$ cat src/rtl/uart_rx_frame_ctrl.sv
// rtl/uart_rx_frame_ctrl.sv - UART receive frame controller (RX_MAJORITY_EN selects 2-of-3 majority bit sampling)
module uart_rx_frame_ctrl #(
    parameter int DATA_WIDTH = 8
) (
    input  logic                  clk,
    input  logic                  rst,
    input  logic                  rx_in,
    input  logic [5:0]            prescale,
    input  logic                  par_en,
    input  logic                  par_typ,
    input  logic [5:0]            edge_cnt,
    input  logic [3:0]            bit_cnt,
    input  logic                  finish,
    output logic                  enable,
    output logic [DATA_WIDTH-1:0] p_data,
    output logic                  data_valid,
    output logic                  par_err,
    output logic                  stp_err
);

    localparam logic [3:0] LAST_DATA = 4'(DATA_WIDTH);

    typedef enum logic [2:0] {IDLE, START, DATA, PARITY, STOP, DONE} state_t;

    state_t                state;
    logic [DATA_WIDTH-1:0] shift_q;
    logic                  par_en_q;
    logic                  par_typ_q;
    logic                  par_bad_q;
    logic                  smp_mid;
    logic                  bit_done;
    logic                  bit_now;
    logic                  active;
    logic [5:0]            mid;
    logic [5:0]            pt_mid;
    logic [5:0]            pt_hi;
`ifdef RX_MAJORITY_EN
    logic                  smp_lo;
    logic                  smp_hi;
    logic [5:0]            pt_lo;
`endif

    // Sample points around mid-bit; bit 0 is shifted one clock early because its period is one clock short
    always_comb begin
        active = (state == START) || (state == DATA) || (state == PARITY) || (state == STOP);
        mid    = prescale >> 1;
        pt_mid = mid;
        pt_hi  = mid + 6'd1;
        if (bit_cnt == 4'd0) begin
            pt_mid = mid - 6'd1;
            pt_hi  = mid;
        end
`ifdef RX_MAJORITY_EN
        pt_lo = pt_mid - 6'd1;
        bit_now = (smp_lo & smp_mid) | (smp_lo & smp_hi) | (smp_mid & smp_hi);
`else
        bit_now = smp_mid;
`endif
    end

    // Capture line samples and flag the cycle after the last sample point as the decision cycle
    always_ff @(posedge clk) begin
        if (!rst) begin
            smp_mid  <= 1'b0;
            bit_done <= 1'b0;
`ifdef RX_MAJORITY_EN
            smp_lo   <= 1'b0;
            smp_hi   <= 1'b0;
`endif
        end else begin
            bit_done <= active && (edge_cnt == pt_hi);
            if (active && (edge_cnt == pt_mid)) smp_mid <= rx_in;
`ifdef RX_MAJORITY_EN
            if (active && (edge_cnt == pt_lo)) smp_lo <= rx_in;
            if (active && (edge_cnt == pt_hi)) smp_hi <= rx_in;
`endif
        end
    end

    // Frame FSM with registered counter enable and one-cycle result pulses
    always_ff @(posedge clk) begin
        if (!rst) begin
            state      <= IDLE;
            enable     <= 1'b0;
            p_data     <= '0;
            data_valid <= 1'b0;
            par_err    <= 1'b0;
            stp_err    <= 1'b0;
            shift_q    <= '0;
            par_en_q   <= 1'b0;
            par_typ_q  <= 1'b0;
            par_bad_q  <= 1'b0;
        end else begin
            data_valid <= 1'b0;
            par_err    <= 1'b0;
            stp_err    <= 1'b0;
            case (state)
                IDLE: begin
                    if (!rx_in) begin
                        state     <= START;
                        enable    <= 1'b1;
                        shift_q   <= '0;
                        par_en_q  <= par_en;
                        par_typ_q <= par_typ;
                        par_bad_q <= 1'b0;
                    end
                end
                START: begin
                    if (bit_done && bit_now) begin
                        state  <= IDLE;
                        enable <= 1'b0;
                    end else if (finish && (bit_cnt == 4'd0)) begin
                        state <= DATA;
                    end
                end
                DATA: begin
                    if (bit_done) shift_q <= {bit_now, shift_q[DATA_WIDTH-1:1]};
                    if (finish && (bit_cnt == LAST_DATA)) state <= par_en_q ? PARITY : STOP;
                end
                PARITY: begin
                    if (bit_done) par_bad_q <= (bit_now != (^shift_q ^ par_typ_q));
                    if (finish) state <= STOP;
                end
                STOP: begin
                    // Leave as soon as the stop bit is decided so the next start edge has margin
                    if (bit_done) begin
                        state   <= DONE;
                        enable  <= 1'b0;
                        par_err <= par_bad_q;
                        stp_err <= !bit_now;
                        if (!par_bad_q && bit_now) begin
                            data_valid <= 1'b1;
                            p_data     <= shift_q;
                        end
                    end
                end
                DONE: begin
                    state <= IDLE;
                end
                default: begin
                    state  <= IDLE;
                    enable <= 1'b0;
                end
            endcase
        end
    end

endmodule

$ cat config.mk
export PLATFORM = sky130hd
export DESIGN_NAME = uart_rx_frame_ctrl
export DESIGN_NICKNAME = d
export VERILOG_FILES = /design/src/rtl/uart_rx_frame_ctrl.sv
export SDC_FILE = /design/constraint.sdc
export NUM_CORES = 1
export LEC_CHECK = 0
export BUFFER_PORTS_ARGS = -buffer_cell sky130_fd_sc_hd__clkbuf_2
export CORE_MARGIN = 4
export CORE_UTILIZATION = 40
export CTS_CLUSTER_DIAMETER = 60
export DETAILED_ROUTE_END_ITERATION = 8
export HOLD_SLACK_MARGIN = 0.06
export RECOVER_POWER = 25
export REMOVE_ABC_BUFFERS = 1
export SLEW_MARGIN = 15
export SYNTH_ARGS = -nofsm -noshare
export SYNTH_HDL_FRONTEND = slang
export SYNTH_SLANG_ARGS = --single-unit
$ cat constraint.sdc
create_clock -name clk -period 2.75 [get_ports clk]
set_input_delay 0.55 -clock clk [delete_from_list [all_inputs] [get_ports clk]]
set_output_delay 0.55 -clock clk [all_outputs]
set_load 0.03 [all_outputs]
# Word-level counts from Yosys, hierarchy flattened
# Index checks and enable logic that the tools add are counted.
dict set report totals {
  ff_bits 28
  input_bits 22
}
dict set report classes {
  addsub 2
  eq_ne 17
  muxes 21
  n_bitwise 3
  n_reduce_logical 24
}
# operator count
set op_table {}
lappend op_table {{3-bit two-way mux} 7}
lappend op_table {{8-bit two-way mux} 2}
lappend op_table {{8-bit one-hot mux with 2 select lines} 1}
lappend op_table {{3-bit one-hot mux with 5 select lines} 1}
lappend op_table {{6-bit equality test} 2}
lappend op_table {{6-bit two-way mux} 2}
lappend op_table {{3-bit AND reduction} 4}
lappend op_table {{2-bit != test, second input constant} 5}
lappend op_table {{8-bit parity} 1}
lappend op_table {{5-bit by 1-bit adder with 6-bit output, second input constant} 1}
lappend op_table {{3-bit by 2-bit equality test with 1-bit output, second input constant} 2}
lappend op_table {{3-bit equality test, second input constant} 2}
lappend op_table {{1-bit logical AND} 6}
lappend op_table {{1-bit two-way mux} 6}
lappend op_table {{5-bit by 1-bit subtractor with 6-bit output, second input constant} 1}
lappend op_table {{5-bit AND reduction} 1}
lappend op_table {{4-bit equality test, second input constant} 1}
lappend op_table {{4-bit logical NOT} 1}
lappend op_table {{2-bit by 1-bit != test with 1-bit output, second input constant} 2}
lappend op_table {{1-bit one-hot mux with 4 select lines} 1}
lappend op_table {{4-bit AND reduction} 1}
lappend op_table {{2-bit nonzero test} 2}
lappend op_table {{3-bit by 1-bit equality test with 1-bit output, second input constant} 1}
lappend op_table {{3-bit logical NOT} 1}
lappend op_table {{other kinds (9)} 13}

# Longest topological paths before layout
# Gate-level depths: netlist of the first run.
dict set report logic_depth {
  word_depth 5
  ltp_mapped 7
  ltp_nobuf 7
}

# Least setup slack after synthesis of the first run
# Ideal clock, no wire load.
dict set report synth_path {
  kind {input to register}
  startpoint {input port bit_cnt[1]}
  endpoint {register smp_mid, in the netlist bit_now}
  setup_time_ns 0.129
  arrival_ns 1.942
  path_slack_ns 0.678
  stages 6
  path_cell_list {or4_1 buf_2 or4_1 o2111ai_1 nor4_1 mux2i_1}
}
dict set report synth_between {
  elab_chain_cells 4
}
# element line_no
set synth_rtl {}
lappend synth_rtl {{start, declared} 12} ;# input logic [3:0] bit_cnt,
lappend synth_rtl {{4-bit logical NOT} 49} ;# if (bit_cnt == 4'd0) begin
lappend synth_rtl {{6-bit two-way mux} 49}
lappend synth_rtl {{6-bit equality test} 72} ;# if (active && (edge_cnt == pt_mid)) smp_mid <= rx_in;
lappend synth_rtl {{1-bit logical AND} 72}
lappend synth_rtl {{end signal, assigned} 72}
lappend synth_rtl {{end, declared} 30} ;# logic smp_mid;
# No other way between the ends.
# A chain may end at the register's enable or synchronous reset.

# Final worst setup path of the first run
# Ends and elaborated chain as after synthesis.

==> results of run 1 <==
[state kept, by name, summed over array words and instances, names as in the netlist]
register and count:
par_err 1, enable 1, p_data 8, par_bad_q 1, bit_done 1, data_valid 1
par_en_q 1, stp_err 1, bit_now 1, state 3, par_typ_q 1, shift_q 8
[power by group through the flow]
| stage | clock (mW) | sequential (mW) | combinational (mW) |
|---|---|---|---|
| floorplan | 0 | 0.487 | 0.240 |
| global placement | 0 | 0.490 | 0.332 |
| detailed placement | 0 | 0.491 | 0.338 |
| CTS | 0.330 | 0.482 | 0.340 |
| global route | 0.343 | 0.492 | 0.382 |
| finish | 0.325 | 0.482 | 0.338 |
[synthesized netlist by cell type (2+ instances only)]
| library cell | n |
|---|---|
| nand3_1 | 11 |
| o21ai_0 | 3 |
| a21boi_0 | 9 |
| nand2_1 | 20 |
| nor2b_1 | 12 |
| buf_2 | 3 |
| nor4_1 | 5 |
| mux2i_1 | 15 |
| nor3_1 | 6 |
| ha_1 | 2 |
| nand2b_1 | 2 |
| nand3b_1 | 2 |
| nor2_1 | 7 |
| or4_1 | 3 |
| a31oi_1 | 3 |
| a21oi_1 | 6 |
| xnor2_1 | 16 |
| clkbuf_1 | 7 |
| and3_1 | 2 |
| inv_1 | 6 |
| xor2_1 | 4 |
| dfxtp_1 | 28 |
[worst register-to-register path: cells and delay by family (launching register included)]
family | cells | cell delay [ns]
flops | 1 | 0.59
buf+inv | 1 | 0.19
simple gates | 3 | 0.33
compound gates | 2 | 0.59
[cell usage in the layout (no fill, tap or decap), drive strengths merged, types with 2 or more instances in the layout]
master and instances:
a21boi 9, a21oi 6, a31oi 3, and3 2, buf 3, clkbuf 35, dfxtp 28, ha 2
inv 6, mux2i 15, nand2 20, nand2b 2, nand3 11, nand3b 2, nor2 7, nor2b 12
nor3 6, nor3b 2, nor4 6, o21ai 3, or4 3, xnor2 16, xor2 4
[worst min path at each step]
stage	start	to	slack, ns	cells after the start
2_1_floorplan	par_bad_q$_SDFFE_PN0P_	par_err$_SDFF_PN0_	0.43	2
3_3_place_gp	par_bad_q$_SDFFE_PN0P_	par_err$_SDFF_PN0_	0.46	2
3_5_place_dp	par_bad_q$_SDFFE_PN0P_	par_err$_SDFF_PN0_	0.45	2
4_1_cts	par_bad_q$_SDFFE_PN0P_	par_err$_SDFF_PN0_	0.47	2
5_1_grt	par_bad_q$_SDFFE_PN0P_	par_err$_SDFF_PN0_	0.49	2
6_report	par_bad_q$_SDFFE_PN0P_	par_err$_SDFF_PN0_	0.47	2
[stage by stage]
stage          hold WS [ns]  util (%)
2_1_floorplan        0.4295         -
3_3_place_gp         0.4554     48.08
3_5_place_dp         0.4530     48.08
4_1_cts              0.4734     49.97
5_1_grt              0.4906     49.70
6_report             0.4697     49.70
[final cells by class]
type                       instances  area [µm²]  area share [%]
clock inverter                     1       30.03           1.602
sequential                        28       560.5           29.91
multi-input combinational        146       987.2           52.67
timing repair buffer              35       172.7           9.212
inverter                           6       22.52           1.202
tap                               48       60.06           3.204
clock buffer                       3       41.29           2.203
[kinds of logic after synthesis]
family / count (synthesis) / synth area share, %
AO/OA/AOI/OAI: 30 / 12.73
XOR/XNOR: 20 / 10.87
adder cells (fa/ha/maj): 2 / 1.553
buffers and inverters: 16 / 3.960
flip-flops: 28 / 34.78
multiplexers: 15 / 9.317
AND/OR/NAND/NOR: 79 / 26.79
[metal layers]
metal / GRT usage [%] / vias to the layer above
li1: - / 723
met1: 18.35 / 652
met2: 20.31 / 36
met3: 1.964 / 5
met4: 4.384 / 0
met5: 0 / -
==> results.tsv, run 1 <==
metric	value	unit
cts_setup_buffers	0	
place_area	0.001813	mm²
yosys_warnings	0	
hold_buffers	0	
worstPathArrival	2.21	ns
io_buffers	32	
dr.max_layer_used	met4	
worst_r2r_path_depth	6	
grt-ovfl-total	0	
syn_to_final_growth	16.30	%
synth_top_area_share	34.78	%
cap_violations	0	
drive_above_1_share	16.44	%
syn_area	0.001612	mm²
p_sw	0.3663	mW
tritoncts.num_buffers	3	
netlist_instances	190	
row_count	22	
vias_per_cell	5.303	
htreeDepth	1	
power_frac_clock	28.4	%
path_max_fanout	8	
antenna_found_initial	0	
startpoint_type	input pin	
ys_top_cells_by_area	dfxtp_1 35%, mux2i_1 9.3%, xnor2_1 8.7%, nand2_1 4.7%, nor2b_1 4.7%	
r2r_setup_slack	0.95	ns
gp_congestion	0.8763	
synth_seq_cells	28	
total_power	1.145	mW
insertion_delay	0.28	ns
clkSinkCount	28	
hpwl	2.479	mm
synthFlopType	dfxtp_1	
fin_crit_sh	72.80	%
hp-class	register to register	
slew_violations	0	
power_density	611.0	mW/mm²
num_vias	1416	
timing.final.crit_period	2.002	ns
hold_violations	0	
seqPwrFrac	42.1	%
dp_cells	263	
synth_area_per_cell	8.482	µm²
path_depth	6	
grt_setup_unrepaired	false	
layout.nets	244	
cts_resized	0	
routed_wirelength	3.330	mm
finalWorstSetupSlack	0.7480	ns
cts_tree	yes	
worst_pin_slew	0.7516	ns
fill_cells	373	
endpoint	bit_now$_SDFFE_PN0P_	
p_leak	0.6663	nW
ys_async_sr_fraction	0	%
diodes	0	
wl_met2	1.409	mm
vdd_ir_drop_max	0.0003983	V
max_freq	0.4995	GHz
die_width	71.48	µm
fp.dieH	71.48	µm
cp-end-kind	register	
track_usage	13.03	%
wl_met1	1.710	mm
die_area	0.005109	mm²
relSlewSlack	49.48	%
synth-edff-count	0	
critPathKind	input pin to register	
grt_pass1_vias	1264	
ys_types	40	
cpMaxStageDelayCell	nor4_2	
cp-startpoint	bit_cnt[1]	
dr_wl_met3	165	µm
status	finished clean	
design_area	0.001874	mm²
grt_pass1_wl	5.561	mm
first_pass_iters	4	
start_util	42.73	%
path_cells	clkbuf_2 -> nor4_2 -> and4_1 -> o21ai_0 -> nor4_1 -> mux2i_1	
path_buf_inv	1	
clk_pin_slew	0.09	ns
critPathRequiredTime	2.96	ns
grt_max_degree	31	
core_area	0.003771	mm²
first_iter_violations	90	
clock-root-buffer	clkbuf_8	
critPathTopFamily	simple AND/OR/NAND/NOR gates	
yosysTopAreaCell	dfxtp_1	
skew	0.007931	ns
netSwitchingFraction	31.99	%
p_int	0.7788	mW
power_frac_comb	29.6	%
drc	0	
pin_count	34	
final_cells	267	
wire_per_inst	12.47	µm
setup_violations	0	
setup-tns-final	0	ns
ant_nets	0	
r2r_end	state[1]$_SDFFE_PN0P_	
timing.rr.start	state[0]$_SDFFE_PN0P_	
seq_area_frac_synth	34.78	%
post-place-ws	0.4623	ns
max_stage_delay	0.69	ns
clk_path_buf_depth	2	
Power figures use the tool's default switching activity.
==> run 2, diff against run 1 <==
--- a/config.mk
+++ b/config.mk
@@ -5,6 +5,7 @@
 export SDC_FILE = /design/constraint.sdc
 export NUM_CORES = 1
 export LEC_CHECK = 0
+export ABC_AREA = 1
 export BUFFER_PORTS_ARGS = -buffer_cell sky130_fd_sc_hd__clkbuf_2
 export CORE_MARGIN = 4
 export CORE_UTILIZATION = 40
==> constraint.sdc (replaced) <==
create_clock -name clk -period 1.6 [get_ports clk]
set_input_delay 0.32 -clock clk [delete_from_list [all_inputs] [get_ports clk]]
set_output_delay 0.32 -clock clk [all_outputs]
set_load 0.03 [all_outputs]
==> results.tsv, run 2 <==
metric	value	unit	change
setup-tns-final	0	ns	unchanged
cts_setup_buffers	0		unchanged
relSlewSlack	75.42	%	+26 points
drive_above_1_share	21.00	%	+4.6 points
power_density	1256	mW/mm²	+110%
hp-class	input pin to register		
worstPathArrival	1.59	ns	-0.62 ns
grt_setup_unrepaired	false		
worst_pin_slew	0.3703	ns	-0.3813 ns
ys_top_cells_by_area	dfxtp_1 33%, nand2_1 12%, nor2_1 10%, o21ai_0 6.2%, xor2_1 5.7%		
setup_violations	0		unchanged
clk_pin_slew	0.09	ns	about the same
yosysTopAreaCell	dfxtp_1		
timing.hold.ws	0.2916	ns	-0.1782 ns
slew_violations	0		unchanged
p_leak	1.031	nW	+55%
total_power	2.582	mW	+130%
design_area	0.002056	mm²	+9.7%
grt-ovfl-total	0		unchanged
first_pass_iters	4		unchanged
synth_most_common_cell	nand2_1		
synth_common_cells	55 x nand2_1, 47 x nor2_1, 28 x dfxtp_1		
cts_tree	yes		
timing.final.crit_period	1.411	ns	
post-route-util	50.66	%	+0.96 points
grt_max_degree	17		-45%
synth_area_per_cell	6.634	µm²	-22%
path_max_fanout	5		-3
htreeDepth	1		unchanged
yosys_warnings	0		unchanged
clock-root-buffer	clkbuf_8		
track_usage	15.47	%	+2.4 points
die_width	73.03	µm	+2.2%
ys_async_sr_fraction	0	%	unchanged
cap_violations	0		unchanged
diodes	0		unchanged
insertion_delay	0.27	ns	about the same
synth-edff-count	0		unchanged
synthFlopType	dfxtp_1		
ant_nets	0		unchanged
seq_area_frac_synth	33.14	%	-1.6 points
status	finished clean		
grt_pass1_wl	6.582	mm	+18%
row_count	23		+4.5%
fin_crit_sh	88.16	%	
skew	0.003215	ns	-0.004717 ns
pin_count	34		unchanged
io_buffers	32		unchanged
ys_types	28		-30%
vias_per_cell	4.711		-11%
start_util	41.69	%	-1.0 points
core_area	0.004058	mm²	+7.6%
grt_pass1_vias	1540		+22%
layout_common_cells	55 x nand2_1, 47 x nor2_1, 28 x dfxtp_1		
reg_top3	p_data x8, shift_q x8, state x3		
drc	0		unchanged
tritoncts.num_buffers	3		unchanged
hpwl	2.963	mm	+20%
gp_congestion	0.8302		-5.3%
first_iter_violations	41		-54%
syn_area	0.001692	mm²	+5.0%
antenna_found_initial	0		unchanged
clk_path_buf_depth	2		unchanged
place_area	0.001988	mm²	+9.7%
routed_wirelength	3.750	mm	+13%
hold_violations	0		unchanged
vdd_ir_drop_max	0.0007853	V	+97%
critPathRequiredTime	1.78	ns	-1.18 ns
cp-end-kind	register		
layout.nets	325		+33%
fp.dieH	73.03	µm	+2.2%
critPathKind	register to register		
mostFrequentLayoutCell	nand2_1		
wire_per_inst	10.71	µm	-14%
startpoint_type	register		
synth_seq_cells	28		unchanged
num_vias	1649		+16%
die_area	0.005333	mm²	+4.4%
synth_top_area_share	33.14	%	-1.6 points
max_freq	0.7090	GHz	
syn_to_final_growth	21.52	%	
netlist_instances	255		+34%
clkSinkCount	28		unchanged
run 2: changes by cell type in the layout (fill, tap and decap cells not counted), sizes merged, moves of 9 or more:
cell / before / now
nor2b: 12 / 0
mux2i: 15 / 0
inv: 6 / 31
xnor2: 16 / 4
nand2: 20 / 60
nor2: 7 / 51
a21oi: 6 / 18
o21ai: 3 / 22
buf: 3 / 12
a21boi: 9 / 0
run 2: worst paths after layout:
check / depth (start not counted) / to / start / slack, ns
worst max-delay path: 7 / state[0]$_SDFFE_PN0P_ / state[2]$_SDFFE_PN0P_ / 0.19
worst min-delay path: 3 / par_typ_q$_SDFFE_PN0P_ / par_typ / 0.29
worst max register to register: 7 / state[0]$_SDFFE_PN0P_ / state[2]$_SDFFE_PN0P_ / 0.19
worst min register to register: 2 / enable$_SDFFE_PN0P_ / enable$_SDFFE_PN0P_ / 0.48
run 2: layer usage:
layer  vias to the layer above  GRT usage, %  share of wire [%]
li1                        901             -                  -
met1                       722         20.74                 50
met2                        22         25.02                 45
met3                         4         3.168                3.8
met4                         0         4.303               0.93
met5                         -             0                  0
run 2: cell families after synthesis:
group / count (synthesis) / synth area share [%]
adders and majority gates: 2 / 1.479
xor gates and xnor gates: 15 / 7.766
DFF: 28 / 33.14
and+or+nand+nor: 131 / 34.17
AOI/OAI and AO/OA: 44 / 15.16
buffers and inverters: 35 / 8.284
run 2: repair_timing:
action / 4_1_cts / 5_1_grt
hold buffers: 0 / 0
endpoints found under the setup margin: 0 / 3
endpoints found under the hold margin: 0 / 0
gates resized for setup: 0 / 1
run 2: final cells by class:
type / count / area [µm²]
clock buffers: 3 / 41.29
clock inverters: 1 / 30.03
fillers: 452 / 2002
inverters: 32 / 123.9
multi-input cells: 192 / 996.0
flip-flops and latches: 28 / 560.5
well taps: 50 / 62.56
repair buffers: 44 / 241.5
run 2: worst max-delay path, cell delays in order (launching register included):
cell and delay [ns]:
dfxtp_1 0.49, inv_2 0.07, nand2_1 0.14, o22ai_2 0.11
a211oi_4 0.31, nand2_1 0.08, nand2_1 0.08, nor2_2 0.03
run 2: stage by stage:
stage | std cells | setup slack [ns]
CTS | 350 | 0.1463
global route | 350 | 0.01143
global placement | 346 | 0.01297
floorplan | 252 | 0.1151
finish | 350 | 0.1895
detailed placement | 346 | 0.007197
run 2: where the power goes:
group / switching, mW / internal, mW / leakage, nW
clock: 0.220 / 0.335 / 0.0357
sequential: 0.136 / 0.810 / 0.228
combinational: 0.658 / 0.423 / 0.767
==> run 3, diff against run 2 <==
--- a/config.mk
+++ b/config.mk
@@ -12,6 +12,7 @@
 export CTS_CLUSTER_DIAMETER = 60
 export DETAILED_ROUTE_END_ITERATION = 8
 export HOLD_SLACK_MARGIN = 0.06
+export PLACE_DENSITY = 0.67
 export RECOVER_POWER = 25
 export REMOVE_ABC_BUFFERS = 1
 export SLEW_MARGIN = 15
==> results.tsv, run 3 (synthesis results as in run 2) <==
metric	value	unit	change
status	finished clean		
critPathKind	register to register		
setup_violations	0		unchanged
pin_count	34		unchanged
wire_per_inst	10.16	µm	-5.2%
grt_pass1_wl	6.251	mm	-5.0%
dr.max_layer_used	met4		
track_usage	14.60	%	-0.86 points
clk_path_buf_depth	2		unchanged
path_max_fanout	9		+4
fin_crit_sh	90.51	%	+2.4 points
slew_violations	0		unchanged
min_path_cells	3		unchanged
hp-start	par_typ		
post-place-ws	-0.01612	ns	-0.02332 ns
first_pass_iters	4		unchanged
drc	0		unchanged
power_density	1264	mW/mm²	+0.65%
grt_setup_unrepaired	false		
skew	0.002055	ns	-0.001160 ns
fp.dieH	73.03	µm	unchanged
place_area	0.001973	mm²	-0.76%
cts_setup_buffers	0		unchanged
timing.final.crit_period	1.448	ns	+0.03768 ns
hpwl	2.834	mm	-4.4%
timing.rr.start	state[0]$_SDFFE_PN0P_		
tritoncts.num_buffers	3		unchanged
r2r_end	shift_q[7]$_SDFFE_PN0P_		
diodes	0		unchanged
dr_wl_met3	144	µm	+1.4%
hold_buffers	0		unchanged
cts_tree	yes		
start_util	41.69	%	unchanged
layout_common_cells	55 x nand2_1, 47 x nor2_1, 27 x dfxtp_1		
fill_cells	422		-6.6%
path_buf_inv	2		+1
row_count	23		unchanged
ant_nets	0		unchanged
antenna_found_initial	0		unchanged
htreeDepth	1		unchanged
design_area	0.002041	mm²	-0.73%
relSlewSlack	75.54	%	+0.12 points
clk_pin_slew	0.09	ns	about the same
critPathRequiredTime	1.77	ns	about the same
grt_max_degree	17		unchanged
syn_to_final_growth	20.64	%	
cpMaxStageDelayCell	dfxtp_1		
clkSinkCount	28		unchanged
first_iter_violations	56		+37%
vdd_ir_drop_max	0.0007035	V	-10%
routed_wirelength	3.536	mm	-5.7%
num_vias	1636		-0.79%
max_stage_delay	0.41	ns	-0.08 ns
worstPathArrival	1.62	ns	+0.03 ns
cp-end-kind	register		
p_leak	1.019	nW	-1.2%
path_cells	nor2_4 -> nand2_1 -> inv_2 -> nand2_2 -> nand2_4 -> inv_4 -> a21oi_1 -> a211oi_2		
multi_input_area	996.0	µm²	unchanged
clock-root-buffer	clkbuf_8		
die_area	0.005333	mm²	unchanged
grt-ovfl-total	0		unchanged
min_to	par_typ_q$_SDFFE_PN0P_		
vias_per_cell	4.701		-0.22%
cts_resized	0		unchanged
hp-class	input pin to register		
die_width	73.03	µm	unchanged
layout.nets	323		-0.62%
wl_met1	1.754	mm	-6.5%
wl_met2	1.605	mm	-5.4%
r2r_setup_slack	0.15	ns	-0.04 ns
cap_violations	0		unchanged
grt_pass1_vias	1437		-6.7%
register_area	561.8	µm²	+0.22%
insertion_delay	0.27	ns	about the same
critPathTopFamily	simple AND/OR/NAND/NOR gates		
worst_r2r_path_depth	8		+1
hold_violations	0		unchanged
worst_pin_slew	0.3685	ns	-0.001843 ns
max_freq	0.6905	GHz	-2.6%
setup-tns-final	0	ns	unchanged
io_buffers	32		unchanged
total_power	2.580	mW	about the same
core_area	0.004058	mm²	unchanged
startpoint_type	register		
gp_congestion	0.8280		-0.26%
reg_top3	p_data x8, shift_q x8, state x3		
drive_above_1_share	20.47	%	-0.53 points
finalWorstSetupSlack	0.1518	ns	-0.03768 ns
mostFrequentLayoutCell	nand2_1		
[run 3: how the worst max path moves through the flow]
stage	from	endpoint	cells past startpoint
finish	state[0]$_SDFFE_PN0P_	shift_q[7]$_SDFFE_PN0P_	8
global placement	bit_cnt[1]	bit_now$_SDFFE_PN0P_	12
floorplan	bit_cnt[1]	state[0]$_SDFFE_PN0P_	8
global route	state[0]$_SDFFE_PN0P_	enable$_SDFFE_PN0P_	6
CTS	state[0]$_SDFFE_PN0P_	shift_q[7]$_SDFFE_PN0P_	8
detailed placement	bit_cnt[1]	bit_now$_SDFFE_PN0P_	12
[run 3: layout make-up]
class	count	area share [%]
clock inverter	1	1.471
tap	50	3.066
inverter	32	6.070
clock buffer	3	2.023
timing repair buffer	42	11.04
multi-input combinational	192	48.80
sequential	28	27.53
[run 3: metal layers]
layer  up-vias  GRT usage (%)
met5         -              0
met2        25          22.34
met3         4          2.755
li1        899              -
met1       708          21.25
met4         0          3.074
[run 3: metrics by stage]
step / util [%] / hold WS [ns] / instances
after CTS: 50.39 / 0.3142 / 348
after global routing: 50.29 / 0.3211 / 348
after floorplan: - / 0.4373 / 252
after global placement: 48.63 / 0.4579 / 344
final: 50.29 / 0.3141 / 348
after detailed placement: 48.63 / 0.4608 / 344
[run 3: power by group]
| part | total [mW] | switching [mW] | internal (mW) | leakage (nW) |
|---|---|---|---|---|
| sequential | 0.950 | 0.138 | 0.812 | 0.229 |
| combinational | 1.08 | 0.655 | 0.423 | 0.754 |
| clock | 0.553 | 0.218 | 0.335 | 0.0357 |
| total | 2.58 | 1.01 | 1.57 | 1.02 |
[run 3: tightest hold or removal path, cell delays in order]
cell      delay, ns
clkbuf_2       0.08
nand3_1        0.08
a21oi_1        0.06
